`config.mk`:
```
export PLATFORM = sky130hd
export DESIGN_NAME = sbit_rate_counter
export DESIGN_NICKNAME = d
export VERILOG_FILES = /design/src/rtl/sbit_rate_counter.sv
export SDC_FILE = /design/constraint.sdc
export NUM_CORES = 2
export LEC_CHECK = 0
export ABC_AREA = 1
export CAP_MARGIN = 20
export CORE_AREA = 5 5 627 629
export DETAILED_ROUTE_END_ITERATION = 16
export DIE_AREA = 0 0 632 634
export GPL_ROUTABILITY_DRIVEN = 0
export SYNTH_ARGS = -nofsm -noshare
export SYNTH_HDL_FRONTEND = slang
export SYNTH_SLANG_ARGS = --single-unit
export TNS_END_PERCENT = 10
```
`constraint.sdc`:
```
create_clock -name clock -period 20.4 [get_ports clock]
set_input_delay 2.04 -clock clock [delete_from_list [all_inputs] [get_ports clock]]
set_output_delay 2.04 -clock clock [all_outputs]
set_load 0.02 [all_outputs]
```
`src/rtl/sbit_rate_counter.sv`:
```
// sbit_rate_counter: measures per-VFAT S-bit hit rates over a programmable
// gate window. Each VFAT's S-bits are OR-reduced and masked into one hit bit.
// One saturating counter per VFAT counts the hit bits for gate_len clocks.
// Each completed window is latched into result registers, which rd_addr selects.
// Optional feature, enabled by defining SBIT_RATE_TOTAL_EN: a 25th counter of
// cycles with any unmasked hit, readable at rd_addr = 24.
module sbit_rate_counter #(
  parameter int MXSBITS   = 64,
  parameter int CNT_WIDTH = 16
) (
  input  logic                    clock,
  input  logic                    reset,
  input  logic [MXSBITS*24-1:0]   sbits,
  input  logic [23:0]             sbit_mask,
  input  logic [23:0]             gate_len,
  input  logic                    start,
  input  logic                    continuous,
  input  logic [4:0]              rd_addr,
  output logic [CNT_WIDTH-1:0]    rd_data,
  output logic                    busy,
  output logic                    valid,
  output logic [23:0]             overflow
);

  localparam int NVFAT = 24;
  localparam logic [CNT_WIDTH-1:0] CNT_MAX = '1;

  typedef enum logic [1:0] {IDLE, ARM, COUNT, LATCH} state_t;

  state_t               state_q;
  logic [23:0]          win_q;
  logic [23:0]          len_q;
  logic                 busy_q;
  logic                 valid_q;

  logic [NVFAT-1:0]     hit_d;
  logic [NVFAT-1:0]     hit_q;

  logic [CNT_WIDTH-1:0] cnt_q [NVFAT];
  logic [NVFAT-1:0]     ovf_q;
  logic [CNT_WIDTH-1:0] res_q [NVFAT];
  logic [NVFAT-1:0]     res_ovf_q;

  logic [CNT_WIDTH-1:0] rd_data_d;
  logic [CNT_WIDTH-1:0] rd_data_q;

`ifdef SBIT_RATE_TOTAL_EN
  logic [CNT_WIDTH-1:0] tot_q;
  logic [CNT_WIDTH-1:0] tot_res_q;
`endif

  // Per-VFAT hit: any S-bit set and the VFAT not masked.
  always_comb begin
    // NOTE: default every always_comb output first so no path leaves it unassigned (no latch).
    hit_d = '0;
    for (int n = 0; n < NVFAT; n++) begin
      hit_d[n] = (|sbits[n*MXSBITS +: MXSBITS]) & ~sbit_mask[n];
    end
  end

  // Hit pipeline register: one cycle of latency between sbits and counting.
  always_ff @(posedge clock) begin
    // NOTE: sequential state uses non-blocking assignments so all registers update from pre-edge values.
    if (reset) hit_q <= '0;
    else       hit_q <= hit_d;
  end

  // Measurement sequencer with registered busy/valid.
  always_ff @(posedge clock) begin
    if (reset) begin
      state_q <= IDLE;
      win_q   <= '0;
      len_q   <= 24'd1;
      busy_q  <= 1'b0;
      valid_q <= 1'b0;
    end else begin
      case (state_q)
        IDLE: begin
          if (start) begin
            state_q <= ARM;
            busy_q  <= 1'b1;
          end
        end
        ARM: begin
          state_q <= COUNT;
          win_q   <= '0;
          // A zero length still yields a one-cycle window.
          len_q   <= (gate_len == 24'd0) ? 24'd1 : gate_len;
        end
        COUNT: begin
          if (win_q == len_q - 24'd1) state_q <= LATCH;
          else                        win_q   <= win_q + 24'd1;
        end
        LATCH: begin
          valid_q <= 1'b1;
          if (continuous) begin
            state_q <= ARM;
          end else begin
            state_q <= IDLE;
            busy_q  <= 1'b0;
          end
        end
        default: begin
          state_q <= IDLE;
          busy_q  <= 1'b0;
        end
      endcase
    end
  end

  // Working counters: cleared in ARM, saturating increments during COUNT.
  always_ff @(posedge clock) begin
    // NOTE: the counter arrays are reset explicitly because reset must leave every count readable as zero.
    if (reset || state_q == ARM) begin
      for (int n = 0; n < NVFAT; n++) cnt_q[n] <= '0;
      ovf_q <= '0;
    end else if (state_q == COUNT) begin
      for (int n = 0; n < NVFAT; n++) begin
        if (hit_q[n]) begin
          if (cnt_q[n] == CNT_MAX) ovf_q[n] <= 1'b1;
          else                     cnt_q[n] <= cnt_q[n] + 1'b1;
        end
      end
    end
  end

`ifdef SBIT_RATE_TOTAL_EN
  // Total counter: cycles with any unmasked hit, saturating like the others.
  always_ff @(posedge clock) begin
    if (reset || state_q == ARM) begin
      tot_q <= '0;
    end else if (state_q == COUNT && (|hit_q) && tot_q != CNT_MAX) begin
      tot_q <= tot_q + 1'b1;
    end
  end

  // Total result register, updated only in LATCH.
  always_ff @(posedge clock) begin
    if (reset)                 tot_res_q <= '0;
    else if (state_q == LATCH) tot_res_q <= tot_q;
  end
`endif

  // Result registers: hold the last completed window until the next LATCH.
  always_ff @(posedge clock) begin
    if (reset) begin
      for (int n = 0; n < NVFAT; n++) res_q[n] <= '0;
      res_ovf_q <= '0;
    end else if (state_q == LATCH) begin
      for (int n = 0; n < NVFAT; n++) res_q[n] <= cnt_q[n];
      res_ovf_q <= ovf_q;
    end
  end

  // Read mux: per-VFAT results, optional total at 24, zero elsewhere.
  always_comb begin
    rd_data_d = '0;
    if (rd_addr < 5'd24) begin
      rd_data_d = res_q[rd_addr];
    end
`ifdef SBIT_RATE_TOTAL_EN
    else if (rd_addr == 5'd24) begin
      rd_data_d = tot_res_q;
    end
`endif
  end

  // Registered read port: one cycle from rd_addr to rd_data.
  always_ff @(posedge clock) begin
    if (reset) rd_data_q <= '0;
    else       rd_data_q <= rd_data_d;
  end

  assign rd_data  = rd_data_q;
  assign busy     = busy_q;
  assign valid    = valid_q;
  assign overflow = res_ovf_q;

endmodule
```
# [Word level (Yosys, flattened, before mapping)]
# Memory sizes are Yosys's and may differ from the RTL's. A register that Yosys moved wholly into a read port is not among the register bits.
# Index checks and enable logic that the tools add are counted.
[totals] input_bits=1593 n_memories=2 wordCells=431 ram_bits=768 register_bits=124
[mem_list] memory="cnt_q" depth=24 width=16 rd=24 rd_clocked_by_memory_dff=0 wr=24 line="39" source="logic [CNT_WIDTH-1:0] cnt_q [NVFAT];"
[mem_list] memory="res_q" depth=24 width=16 rd=1 rd_clocked_by_memory_dff=1 wr=24 line="41" source="logic [CNT_WIDTH-1:0] res_q [NVFAT];"
[classes] n_addsub=26 n_eq_ne=32 order_cmp=1 n_mux=185 n_bitwise=97 reduce_logical=57
[ops] op="64-bit OR reduction" n=24
[ops] op="16-bit 2-to-1 mux" n=48
[ops] op="16-bit by 1-bit adder with 16-bit output (second input constant)" n=24
[ops] op="16-bit equality test (second input constant)" n=24
[ops] op="1-bit 2-to-1 mux" n=130
[ops] op="3-bit AND reduction" n=25
[ops] op="24-bit 2-to-1 mux" n=2
[ops] op="1-bit bitwise OR" n=48
[ops] op="24-bit case mux with 2 select lines" n=1
[ops] op="1-bit NOT" n=25
[ops] op="24-bit by 1-bit adder with 24-bit output (second input constant)" n=1
[ops] op="1-bit AND" n=24
[ops] op="24-bit equality test" n=1
[ops] op="24-bit logical NOT" n=1
[ops] op="24-bit by 1-bit subtractor with 24-bit output (second input constant)" n=1
[ops] op="2-bit inequality test (second input constant)" n=4
[ops] op="2-bit case mux with 4 select lines" n=1
[ops] op="5-bit < comparator (second input constant)" n=1
[ops] op="2-bit equality test (second input constant)" n=2
[ops] op="2-bit 2-to-1 mux" n=2
[ops] op="2-bit AND reduction" n=2
[ops] op="2-bit nonzero test" n=2
[ops] op="2-bit by 1-bit equality test with 1-bit output (second input constant)" n=1
[ops] op="2-bit logical NOT" n=1
[ops] op="3 further kinds" n=3

# [Depth between registers and ports, before layout]
# An unclocked memory read counts as a cell.
[logic_depth] depth_word=8 ltp_mapped=19 ltp_nobuf=18

# [Worst setup path before layout]
# Ideal clock, no wire load.
[synth_timing] path_type="input -> register" from="input port reset" to="register busy_q (netlist: busy)" cell_stages=4 t_required_ps=19914 setup_time_ps=486 arrival_time_ps=10935 slack_ps=8979 path_buffers=1 cell_sequence="buf_2 clkinv_1 nand2_1 o22ai_1"
[synth_lines] element="from (decl)" line="12" source="input logic reset,"
[synth_lines] element="to (signal assigned)" line="74" source="busy_q <= 1'b0;"
[synth_lines] element="to (signal assigned)" line="81" source="busy_q <= 1'b1;"
[synth_lines] element="to (signal assigned)" line="100" source="busy_q <= 1'b0;"
[synth_lines] element="to (decl)" line="33" source="logic busy_q;"

==> metrics.csv <==
metric,value,unit
CP Class,in -> reg,
Async SR Flop Fraction,0,%
I/O pin total,1635,
WHS Endpoint,ovf_q[21],
Reg2Reg Depth,7,
R2R Path End,cnt_q[0][76],
DR iter-0 viols,4103,
Final Skew,0.07532,ns
Worst slew margin,11.91,%
# H-tree levels,3,
Power Dens Cells,79.38,mW/mm2
CTS tree,yes,
# clock sinks,908,
Syn-to-layout area delta,56.09,%
Fmax,207.2,MHz
worst hold path startpoint,ovf_q[21],
max-cap viol count,0,
mapped cell area,0.04660,mm2
Num CTS Buffers,94,
final-report hold violation count,0,
Rows,229,
RSZ-0062 raised after global routing,no,
Peak VDD IR,68.68,uV
largest net degree at the start of global routing,154,
Worst R2R Start,state_q[1],
layout cells sized above 1,4.555,%
top_reg_cell synth,edfxtp_1,
hold path cells,2,
#FFs+latches synth,908,
Yosys warnings,0,
Die Span X,632,um
die area,0.4007,mm2
vias in the first global route,43200,
final worst setup slack,15.57,ns
Hold Buf Count CTS,0,
cells after synthesis,5180,
Multi-input gate area,0.01791,mm2
DP Worst Slack,14.35,ns
setup TNS,0,ns
Setup-failing EPs final,0,
Fillers,43060,
clk_lat worst skew,0.71,ns
Max clock buf depth,3,
Die Ht,634,um
Port Buf Inserts,1634,
Residual DRC,0,
element type at the critical path start,primary input,
# nets final,8414,
Critical Path RT,20.86,ns
max-slew violations,0,
DRT antenna net count,0,
initial antenna violation count,59,
Hold Crit Class,reg -> reg,
status,"finished, final reports clean",
initial core utilization,12.03,%
flop2flop setup slack,16.24,ns
cell area after placement,0.06942,mm2
routed vias,45290,
Root Driver,clkbuf_16,
WL/cell,20.33,um
sequential area share after synthesis,55.50,%
average size of a mapped cell,8.997,um2
Yosys top cell area share,49.48,%
count of cell types in the netlist,48,
LEAKAGE,24.33,nW
"Clk pin slew, worst setup/hold paths",0.06,ns
core area,0.3874,mm2
design area,0.07274,mm2
post-DP HPWL,205800,um
Synth area leader,edfxtp_1,
final critical-path required period,4.825,ns
worst-path maximum fanout,74,
TritonRoute pass-1 iters,6,
CP arrival,5.29,ns
Routed WL,246500,um
post-CTS setup buffers,0,
Post-synth EDFFs,768,
first-pass GRT wire length,327000,um
register area,0.02586,mm2
Via density,3.735,
crit end category,register,
GRT Total Usage,11.45,%
Area contributors post-synth,"edfxtp_1 (49%), nor2_1 (7.8%), dfxtp_1 (6.0%)",
CTS resizes,0,
Final period util,23.65,%
Slew @ Worst Pin,1.309,ns
Overflow after GRT,0,
Final Util,18.78,%
post-synth net total,6804,
==> layout make-up <==
cell class	instances	area share (%)
inverter	606	3.132
sequential	908	35.56
clock buffer	128	3.505
multi-input combinational	3479	24.61
timing repair buffer	1701	23.24
tap	5197	8.939
antenna	58	0.1995
clock inverter	49	0.8170
==> where the power goes <==
group          internal [mW]  total, mW  switching, mW
Clock                  0.981       1.76          0.779
Combinational          0.523       1.35          0.823
Sequential              2.43       2.67          0.234
Total                   3.94       5.77           1.84
==> per-stage QoR <==
step | total power [mW] | std cells | hold WS [ns]
after global routing | 6.062 | 12100 | 0.4796
after global placement | 4.031 | 11890 | 0.4409
after CTS | 5.818 | 12070 | 0.4427
final | 5.774 | 12130 | 0.4534
after floorplan | 3.350 | 5180 | 0.4308
after detailed placement | 4.040 | 11890 | 0.4467
==> state kept, by name (all words and copies together), names as in the netlist <==
name,count
res_q,384
rd_data,16
hit_q,24
cnt_q,384
overflow,24
valid,1
ovf_q,24
state_q,2
len_q,24
win_q,24
busy,1
==> worst max path at each step <==
| stage | slack [ns] | endpoint | start |
|---|---|---|---|
| after floorplan | 8.98 | busy | reset |
| after global placement | 14.39 | res_q[1][4] | reset |
| after detailed placement | 14.35 | res_q[4][6] | reset |
| after CTS | 15.07 | res_q[7][10] | reset |
| after global routing | 15.32 | cnt_q[0][76] | reset |
| final | 15.57 | cnt_q[0][76] | reset |
==> placed cells by master, fill, tap and decap left out, types with 67 or more instances in the layout <==
master           instances
nand4_1                153
clkdlybuf4s50_1       1630
o21ai_0                301
nand3_1                214
nor3_1                 202
clkbuf_16               94
nor4_1                 409
o221ai_1                67
nor2_1                 970
xor2_1                  99
nand2_1                555
a21oi_1                214
inv_1                  589
edfxtp_1               768
dfxtp_1                140
==> synthesized netlist by cell type (9+ instances only) <==
cell      count
nor3_2       13
nand2_1     557
nor3b_1      51
nand4_1     153
dfxtp_1     140
clkbuf_1    157
buf_1         9
a21oi_1     214
edfxtp_1    768
xnor2_1      16
or2_2        14
buf_2        13
nor3_1      202
nor4_1      438
o21ai_0     309
nand3_1     214
xor2_1       99
o22ai_1      35
nor2_1      970
inv_1       591
o221ai_1     67
o211ai_1     29
ha_1         31
a31oi_1      11
nor2_2        9
==> cell families after synthesis <==
group                      share of synthesized area, %
buffers and inverters                             6.518
and+or+nand+nor                                   26.73
xor gates and xnor gates                          2.161
adders and majority gates                        0.8323
DFF                                               55.50
AOI/OAI and AO/OA                                 8.264
==> critical path, cell delays in order <==
cell and delay [ns]:
buf_6 0.22, nor2_4 0.67, buf_4 0.53, buf_4 0.62, nand3_1 0.67, a221oi_1 0.40
==> layer usage <==
layer | global-route usage (%) | routed length (um) | vias to the layer above
li1 | - | - | 21620
met1 | 14.40 | 102400 | 21370
met2 | 17.74 | 109800 | 1966
met3 | 4.098 | 23220 | 299
met4 | 4.611 | 10690 | 36
met5 | 0.2270 | 346 | -
(Power assumes the default switching activity.)
